[src/rtl/sobel_pkg.sv]
`default_nettype none
// sobel_pkg: kernel-select encodings and width/limit helpers shared by the Sobel stream block.
// Rev 1.0
package sobel_pkg;

  localparam logic [2:0] MODE_GX    = 3'd0;
  localparam logic [2:0] MODE_GY    = 3'd1;
  localparam logic [2:0] MODE_D45   = 3'd2;
  localparam logic [2:0] MODE_D135  = 3'd3;
  localparam logic [2:0] MODE_CROSS = 3'd4;
  localparam logic [2:0] MODE_MAG   = 3'd5;

  // Four guard bits cover the worst-case kernel gain (magnitude of mode 5 and the diagonals).
  function automatic int sum_width(input int pix_w);
    return pix_w + 4;
  endfunction

  function automatic int clamp_limit(input int pix_w);
    return (1 << pix_w) - 1;
  endfunction

endpackage
`default_nettype wire

[src/rtl/sobel_linebuf.sv]
`default_nettype none
// sobel_linebuf: two-row shift RAM; each write pushes the old row-1 pixel at this column into row 2.
// Rev 1.0
module sobel_linebuf #(
  parameter int PIX_W  = 8,
  parameter int LINE_W = 64,
  parameter int AW     = 6
) (
  input  logic             clk,
  input  logic             we,
  input  logic [AW-1:0]    addr,
  input  logic [PIX_W-1:0] din,
  output logic [PIX_W-1:0] row1,
  output logic [PIX_W-1:0] row2
);

  logic [PIX_W-1:0] mem1 [LINE_W];
  logic [PIX_W-1:0] mem2 [LINE_W];

  assign row1 = mem1[addr];
  assign row2 = mem2[addr];

  always_ff @(posedge clk) begin
    if (we) begin
      mem1[addr] <= din;
      mem2[addr] <= mem1[addr];
    end
  end

endmodule
`default_nettype wire

[src/rtl/sobel_stream.sv]
`default_nettype none
// sobel_stream: streaming 3x3 edge kernels with a sum/clamp pipeline and a per-frame clamp counter.
// Rev 1.0
module sobel_stream
  import sobel_pkg::*;
#(
  parameter int PIX_W  = 8,
  parameter int LINE_W = 64,
  parameter int CNT_W  = 16
) (
  input  logic                    clk,
  input  logic                    rst,
  input  logic                    in_valid,
  output logic                    in_ready,
  input  logic [PIX_W-1:0]        in_pix,
  input  logic                    in_sof,
  input  logic [2:0]              mode,
  output logic                    out_valid,
  input  logic                    out_ready,
  output logic signed [PIX_W:0]   out_pix,
  output logic                    out_sat,
  output logic [CNT_W-1:0]        sat_cnt
);

  localparam int SW = sum_width(PIX_W);
  localparam int AW = (LINE_W > 1) ? $clog2(LINE_W) : 1;
  localparam logic signed [SW-1:0] LIM  = SW'(clamp_limit(PIX_W));
  localparam logic signed [SW-1:0] NLIM = -LIM;
  localparam logic [PIX_W:0] LIM_P = LIM[PIX_W:0];
  localparam logic [PIX_W:0] LIM_N = NLIM[PIX_W:0];

  typedef logic signed [SW-1:0] sum_t;

  function automatic sum_t ext(input logic [PIX_W-1:0] v);
    return $signed({4'b0000, v});
  endfunction

  function automatic sum_t sabs(input sum_t v);
    return v[SW-1] ? -v : v;
  endfunction

  logic             advance, accept, produce, started, retire_sat;
  logic [AW-1:0]    col, wr_col;
  logic [1:0]       row;
  logic [2:0]       mode_r;
  logic [PIX_W-1:0] top_pix, mid_pix;
  logic [PIX_W-1:0] c1_top, c1_mid, c1_bot, c2_top, c2_mid, c2_bot;
  logic             s1_valid;
  sum_t             s1_sum, sum_next;
  sum_t             p0, p1, p2, p3, p4, p5, p6, p7, p8, k0, k1;

  assign advance    = !out_valid || out_ready;
  assign in_ready   = advance;
  assign accept     = in_valid && advance;
  assign wr_col     = in_sof ? '0 : col;
  assign produce    = started && !in_sof && (row == 2'd2) && (col >= AW'(2));
  assign retire_sat = out_valid && out_ready && out_sat;

  sobel_linebuf #(.PIX_W(PIX_W), .LINE_W(LINE_W), .AW(AW)) u_linebuf (
    .clk  (clk),
    .we   (accept),
    .addr (wr_col),
    .din  (in_pix),
    .row1 (mid_pix),
    .row2 (top_pix)
  );

  // Window columns: c2 = col-2, c1 = col-1, current column comes straight from the RAM and input.
  assign p0 = ext(c2_top);  assign p1 = ext(c1_top);  assign p2 = ext(top_pix);
  assign p3 = ext(c2_mid);  assign p4 = ext(c1_mid);  assign p5 = ext(mid_pix);
  assign p6 = ext(c2_bot);  assign p7 = ext(c1_bot);  assign p8 = ext(in_pix);

  assign k0 = (p2 + p5 + p5 + p8) - (p0 + p3 + p3 + p6);
  assign k1 = (p0 + p1 + p1 + p2) - (p6 + p7 + p7 + p8);

  always_comb begin
    sum_next = k0;
    case (mode_r)
      MODE_GY:    sum_next = k1;
      MODE_D45:   sum_next = (p0 + p1 + p3 + p0 + p1 + p3) - (p2 + p4 + p5 + p6 + p7 + p8);
      MODE_D135:  sum_next = (p1 + p2 + p5 + p1 + p2 + p5) - (p0 + p3 + p4 + p6 + p7 + p8);
      MODE_CROSS: sum_next = (p2 + p6) - (p0 + p8);
      MODE_MAG:   sum_next = sabs(k0) + sabs(k1);
      default:    sum_next = k0;
    endcase
  end

  always_ff @(posedge clk or posedge rst) begin
    if (rst) begin
      started   <= 1'b0;
      col       <= '0;
      row       <= '0;
      mode_r    <= MODE_GX;
      c1_top    <= '0;  c1_mid <= '0;  c1_bot <= '0;
      c2_top    <= '0;  c2_mid <= '0;  c2_bot <= '0;
      s1_valid  <= 1'b0;
      s1_sum    <= '0;
      out_valid <= 1'b0;
      out_pix   <= '0;
      out_sat   <= 1'b0;
      sat_cnt   <= '0;
    end else begin
      if (accept) begin
        c2_top <= c1_top;   c2_mid <= c1_mid;   c2_bot <= c1_bot;
        c1_top <= top_pix;  c1_mid <= mid_pix;  c1_bot <= in_pix;
        if (in_sof) begin
          col     <= AW'(1);
          row     <= 2'd0;
          started <= 1'b1;
          mode_r  <= mode;
        end else if (started) begin
          if (col == AW'(LINE_W - 1)) begin
            col <= '0;
            if (row != 2'd2) row <= row + 2'd1;
          end else begin
            col <= col + AW'(1);
          end
        end
      end
      if (advance) begin
        s1_valid  <= accept && produce;
        s1_sum    <= sum_next;
        out_valid <= s1_valid;
        if (s1_sum > LIM) begin
          out_pix <= $signed(LIM_P);
          out_sat <= 1'b1;
        end else if (s1_sum < NLIM) begin
          out_pix <= $signed(LIM_N);
          out_sat <= 1'b1;
        end else begin
          out_pix <= s1_sum[PIX_W:0];
          out_sat <= 1'b0;
        end
      end
      // A saturated result retiring on the start-of-frame beat belongs to the new count.
      if (accept && in_sof)
        sat_cnt <= retire_sat ? CNT_W'(1) : '0;
      else if (retire_sat && !(&sat_cnt))
        sat_cnt <= sat_cnt + CNT_W'(1);
    end
  end

endmodule
`default_nettype wire

[config.mk]
export PLATFORM = sky130hd
export DESIGN_NAME = sobel_stream
export DESIGN_NICKNAME = d
export VERILOG_FILES = /design/src/rtl/sobel_pkg.sv /design/src/rtl/sobel_linebuf.sv /design/src/rtl/sobel_stream.sv
export SDC_FILE = /design/constraint.sdc
export NUM_CORES = 2
export LEC_CHECK = 0
export CORE_AREA = 2 2 452 454
export CTS_CLUSTER_SIZE = 8
export DETAILED_ROUTE_END_ITERATION = 7
export DIE_AREA = 0 0 454 456
export GPL_ROUTABILITY_DRIVEN = 0
export PLACE_DENSITY = 0.49
export SLEW_MARGIN = 20
export SYNTH_ARGS = -nofsm -noshare
export SYNTH_HDL_FRONTEND = slang
export SYNTH_SLANG_ARGS = --single-unit
[constraint.sdc]
create_clock -name clk -period 13.1 [get_ports clk]
set_input_delay 2.62 -clock clk [delete_from_list [all_inputs] [get_ports clk]]
set_output_delay 2.62 -clock clk [all_outputs]
set_load 0.01 [all_outputs]
# Word level (Yosys, flattened, before mapping)
# Memories as Yosys holds them, arrays and structs flattened.
# Index checks and enable logic that the tools add are counted.
classes:
  n_addsub: 43
  n_lt_le_gt_ge: 3
  eq_ne: 8
  n_mux: 20
  n_reduce_logical: 21
ops:
  columns: ["cell", "n"]
  rows:
  - ["$add A12 B9 Y12", 8]
  - ["$add A8 B8 Y9", 8]
  - ["$add A10 B8 Y11", 6]
  - ["$add A9 B8 Y10", 6]
  - ["$pmux W12 S5", 1]
  - ["$add A11 B8 Y12", 4]
  - ["$sub A12 B12 Y12", 4]
  - ["$mux W16", 2]
  - ["$mux W12", 2]
  - ["$mux W6", 4]
  - ["$neg A12 Y12", 2]
  - ["$mux W9", 2]
  - ["$add A16 B1 Y16 const B", 1]
  - ["$reduce_and A16 Y1", 1]
  - ["$add A12 B12 Y12", 1]
  - ["$gt A12 B9 Y1 const B", 1]
  - ["$lt A12 B9 Y1 const B", 1]
  - ["$sub A9 B9 Y10", 1]
  - ["$logic_and A1 B1 Y1", 9]
  - ["$mux W2", 4]
  - ["$reduce_bool A2 Y1", 4]
  - ["$add A6 B1 Y6 const B", 1]
  - ["$eq A3 B2 Y1 const B", 2]
  - ["$eq A3 B3 Y1 const B", 2]
  - ["other kinds (11)", 18]
word_totals:
  register_bits: 100
  ram_bits: 1024
  output_inout_bits: 28
  elab_cells: 113
  n_memories: 2
mem_list:
  columns: ["memory", "depth", "word_bits", "rd", "rd_ports_with_merged_regs", "wr", "line_no", "text"]
  rows:
  - ["u_linebuf.mem1", 64, 8, 1, 0, 1, "sobel_linebuf.sv:17", "logic [PIX_W-1:0] mem1 [LINE_W];"]
  - ["u_linebuf.mem2", 64, 8, 1, 0, 1, "sobel_linebuf.sv:18", "logic [PIX_W-1:0] mem2 [LINE_W];"]

# Longest topological paths before layout
# An unclocked memory read counts as a cell.
logic_depth:
  ltp_word: 10
  ltp_mapped: 41
  mapped_depth_nobuf: 37

# Hierarchy
# From an unflattened synthesis, not the netlist that was laid out.
hier_totals:
  cells_unflattened: 3615
  area_unflattened_um2: 52044.9
modules_own_cells:
  columns: ["module", "instances", "cells_per_inst", "area_per_inst_um2", "seq_area_each_um2"]
  rows:
  - ["sobel_linebuf", 1, 2237, 39306.4, 30749.5]
  - ["sobel_stream", 1, 1378, 12738.5, 2502.4]

# Least setup slack after synthesis
# OpenSTA, ideal clock, no wires.
synth_timing:
  path_type: "in2reg"
  start: "in in_sof"
  end: "reg s1_sum[9]"
  setup_time_ns: 0.104
  arrival_time_ns: 11.601
  required_ns: 12.996
  slack_ns: 1.395
  path_stages: 34
  n_path_buf: 4
  path_cell_list: "buf_6 buf_4 buf_2 o21bai_1 nand2_1 clkbuf_1 o22ai_1 nor4_2 inv_1 fa_1 inv_1 ha_1 inv_1 o21ai_0 a21oi_1 xnor2_1 fa_1 ha_1 nand2_1 o31ai_1 a21oi_1 o21bai_1 a21o_1 nor2_1 a21oi_1 ha_1 a211oi_1 nor2_1 o41a_1 a41oi_1 nor2b_1 xnor2_1 nand2_1 a221oi_1"
synth_via:
  elab_chain_len: 10
synth_rtl:
  columns: ["element", "line_no", "text"]
  rows:
  - ["start: declaration", "sobel_stream.sv:16", "input logic in_sof,"]
  - ["$mux W6 *", "sobel_stream.sv:55", "assign wr_col = in_sof ? '0 : col;"]
  - ["$mem_v2 Z64 W8 *", null, null]
  - ["named net mid_pix[3]", "sobel_stream.sv:46", "logic [PIX_W-1:0] top_pix, mid_pix;"]
  - ["$add A8 B8 Y9", "sobel_stream.sv:73", "assign k0 = (p2 + p5 + p5 + p8) - (p0 + p3 + p3 + p6);"]
  - ["$add A9 B8 Y10", "sobel_stream.sv:73", null]
  - ["$add A10 B8 Y11", "sobel_stream.sv:73", null]
  - ["$sub A12 B12 Y12", "sobel_stream.sv:73", null]
  - ["$neg A12 Y12", "sobel_stream.sv:39", "return v[SW-1] ? -v : v;"]
  - ["$mux W12", "sobel_stream.sv:39", null]
  - ["$add A12 B12 Y12", "sobel_stream.sv:83", "MODE_MAG: sum_next = sabs(k0) + sabs(k1);"]
  - ["$pmux W12 S5 *", "sobel_stream.sv:78", "case (mode_r)"]
  - ["end signal: assignment", "sobel_stream.sv:122", "s1_sum <= sum_next;"]
  - ["end: declaration", "sobel_stream.sv:49", "sum_t s1_sum, sum_next;"]
# The timed path passes the listed nets; every way through them passes the cells marked *.
# A chain may end at the register's enable or synchronous reset.

# Worst setup path after layout
layout_timing:
  start: "in in_sof"
  end: "reg s1_sum[8]"
layout_via:
  elab_chain_len: 10
layout_rtl:
  columns: ["element", "line_no"]
  rows:
  - ["$mux W6 *", "sobel_stream.sv:55"]
  - ["$mem_v2 Z64 W8 *", null]
  - ["named net top_pix[2]", "sobel_stream.sv:46"]
  - ["$add A8 B8 Y9", "sobel_stream.sv:73"]
  - ["$add A9 B8 Y10", "sobel_stream.sv:73"]
  - ["$add A10 B8 Y11", "sobel_stream.sv:73"]
  - ["$sub A12 B12 Y12", "sobel_stream.sv:73"]
  - ["$neg A12 Y12", "sobel_stream.sv:39"]
  - ["$mux W12", "sobel_stream.sv:39"]
  - ["$add A12 B12 Y12", "sobel_stream.sv:83"]
  - ["$pmux W12 S5 *", "sobel_stream.sv:78"]
# Marked as above.

==> results.md <==
* Worst r2r src: col[2]
* DIE AREA at 0.207 mm2
* DIE HEIGHT at 456 um
* Critical Path Max Stage Delay at 0.82 ns
* Slew headroom at 17.7%
* Row cnt at 165
* WS Path Type: in2reg
* EDFF count, synth at 1024
* Number of global-route vias before repair at 32199
* Postcts setup bufs at 0
* Top-area cell type share of the netlist area at 61.1%
* Detailed Route WL at 163 mm
* Post_cts resized at 0
* WL/cell at 24.9 um
* Number of max-cap violations at 0
* Outcome: completed
* Required time worst endpoint at 13.75 ns
* Chip Width at 454 um
* Initial antenna violation count at 10
* Largest net degree at the start of global routing at 72
* Synthesized area at 0.0503 mm2
* Initial DRT Pass Iterations at 6
* Number of buffers created by CTS at 159
* Worst hold path type: reg2reg
* Post-synthesis register bit count at 1124
* # DRC at 0
* Final Critical Period at 11.35 ns
* Commonest cells after routing, fill and taps aside: edfxtp_1 (1024), o22ai_1 (353), nor2_1 (309)
* Fin. Hold Viols at 0
* Hold path start: out_pix[2]
* Nets at 4135
* CP Max Fanout at 45
* Synthesis Warnings at 0
* Hold Path Depth at 2
* Commonest non-fill, non-tap cell in the layout: edfxtp_1
* Critical Path AT at 12.00 ns
* Share of layout cells above drive strength 1 at 11.8%
* Syn Inst Count at 3604
* Top cells by area, synth: edfxtp_1 (61%), fa_1 (7.0%), dfrtp_1 (5.0%)
* First-pass GRT wire length at 233 mm
* Drt via density at 4.89
* WHS Endpoint: out_pix[2]
* Core Footprint at 0.202 mm2
* Synth Flop Type: edfxtp_1
* # hold bufs at CTS at 0
* Crit end category: flip-flop
* Achievable frequency at 88.1 MHz
* RSZ-0062 raised after global routing: no
* Remaining Overflow, GRT at 0
* Slowest CP cell: or4b_4
* Clock root buffer: clkbuf_16
* H-tree lvl count at 4
* Dpl cells at 6335
* Non-filler cells, final at 6538
* Initial Util at 25.0%
* CTS Sinks at 1124
* Skew-Pair Late Insertion Delay at 0.79 ns
* Area leader, netlist: edfxtp_1
* Worst r2r path cells at 36
* Fin crit share at 86.6%
* Port bufs at 43
* Max clock buf depth at 3
* R2R Setup Slk at 2.80 ns
* Post-route ant nets at 0
* Clock-pin slew on the worst setup and hold paths at 0.05 ns
* Final setup fails at 0
* Setup Total Neg Slack at 0 ns
* Post-DP HPWL at 106 mm
* Ports at 44
* Reg2Reg Capture Point: s1_sum[8]
* Asr flop ratio synth at 8.90%
* Syn_nets at 3915
* CTS tree: built
* Netlist cell types at 87
* Final Max Tran Viols at 0
* Startpoint types: input port
* P&R area growth vs syn at 18.1%
* Register area share after synthesis at 66.1%
* Vias at 31948
* Fin Clk Skew at 0.0538 ns
* Worst slew pin tran at 1.22 ns
* Average size of a mapped cell at 14.0 um2
* Most frequent CP cell: a21oi_1
* Drt initial violations at 3412
* GRT Util Overall at 15.5%
[area by class of cell]
type	count	area (um2)
inverters	273	1030
fillers	20225	142000
repair buffers	220	1890
flip-flops and latches	1124	33300
multi-input cells	2046	15500
diodes	5	12.5
clock inverters	16	340
well taps	2672	3340
clock buffers	182	4090
[Yosys cell counts, types with 5 or more instances]
master	number
a22o_1	8
nor4_1	25
o22a_1	7
a31oi_1	10
o21ai_1	7
o21a_1	10
o31ai_1	13
clkbuf_1	69
or4_1	6
nand2b_1	14
mux2_2	15
and2_1	5
inv_1	272
fa_1	176
nand3_1	29
o41ai_1	6
o21ai_0	223
dfrtp_1	100
buf_6	14
a221oi_1	15
nor2_1	332
xor2_1	38
buf_4	11
mux2i_1	5
xnor2_1	53
or3_1	5
a21oi_1	108
a32o_1	6
nor2b_1	19
a222oi_1	16
nand4_1	7
o22ai_1	353
buf_2	63
o21bai_1	16
and3_1	10
a21o_1	23
a22oi_1	22
or2_2	8
o221ai_1	8
ha_1	119
nor3_1	111
edfxtp_1	1024
a211oi_1	15
nand2_1	128
[through the flow]
stage	setup WS (ns)	util [%]	instance area [um2]	hold WS [ns]
2_1_floorplan	1.40	-	50300	0.435
3_3_place_gp	1.26	27.2	55000	0.454
3_5_place_dp	1.31	27.3	55000	0.456
4_1_cts	2.09	29.5	59400	0.467
5_1_grt	1.21	29.5	59400	0.500
6_report	1.75	29.5	59400	0.459
[worst max-delay path, delay by kind of cell]
kind	cells	cell delay, ns
AO/OA/AOI/OAI	18	4.22
XOR/XNOR	2	0.32
adder cells (fa/ha/maj)	5	2.03
buffers and inverters	4	0.69
AND/OR/NAND/NOR	6	2.07
[kinds of logic (layout without fill, tap and decap cells)]
kind of cell             after synthesis  after routing  share of synthesized area, %
multiplexers                          24             24                         0.599
adder cells (fa/ha/maj)              295            295                          9.96
other                                  0              5                             0
AO/OA/AOI/OAI                        907            907                          11.4
buffers and inverters                434            691                          3.68
flip-flops                          1124           1124                          66.1
XOR/XNOR                              91             91                          1.58
AND/OR/NAND/NOR                      729            729                          6.68
[state kept, by name, summed over array words and instances (netlist names), 9 cells and up]
signal,cells
u_linebuf.mem2,512
out_pix,9
sat_cnt,16
s1_sum,12
u_linebuf.mem1,512
[worst max-delay path by stage]
stage	cells after the start	startpoint	to
3_3_place_gp	35	in_sof	s1_sum[8]
3_5_place_dp	36	in_sof	s1_sum[9]
6_report	35	in_sof	s1_sum[8]
4_1_cts	36	in_sof	s1_sum[9]
2_1_floorplan	34	in_sof	s1_sum[9]
5_1_grt	34	in_sof	s1_sum[8]
[layer usage]
layer  vias up  track usage (%)  routed length [um]  part of all wire [%]
met5         -                0                   9                0.0055
met2      1218             24.1               74200                    46
met1     16523             21.2               71000                    44
li1      13990                -                   -                     -
met3       215             3.23               12000                   7.4
met4         2             5.57                5480                   3.4
Power is left out: the tool's default activity adds up to more than one toggle a clock period on the data nets, which glitch-free logic cannot reach.
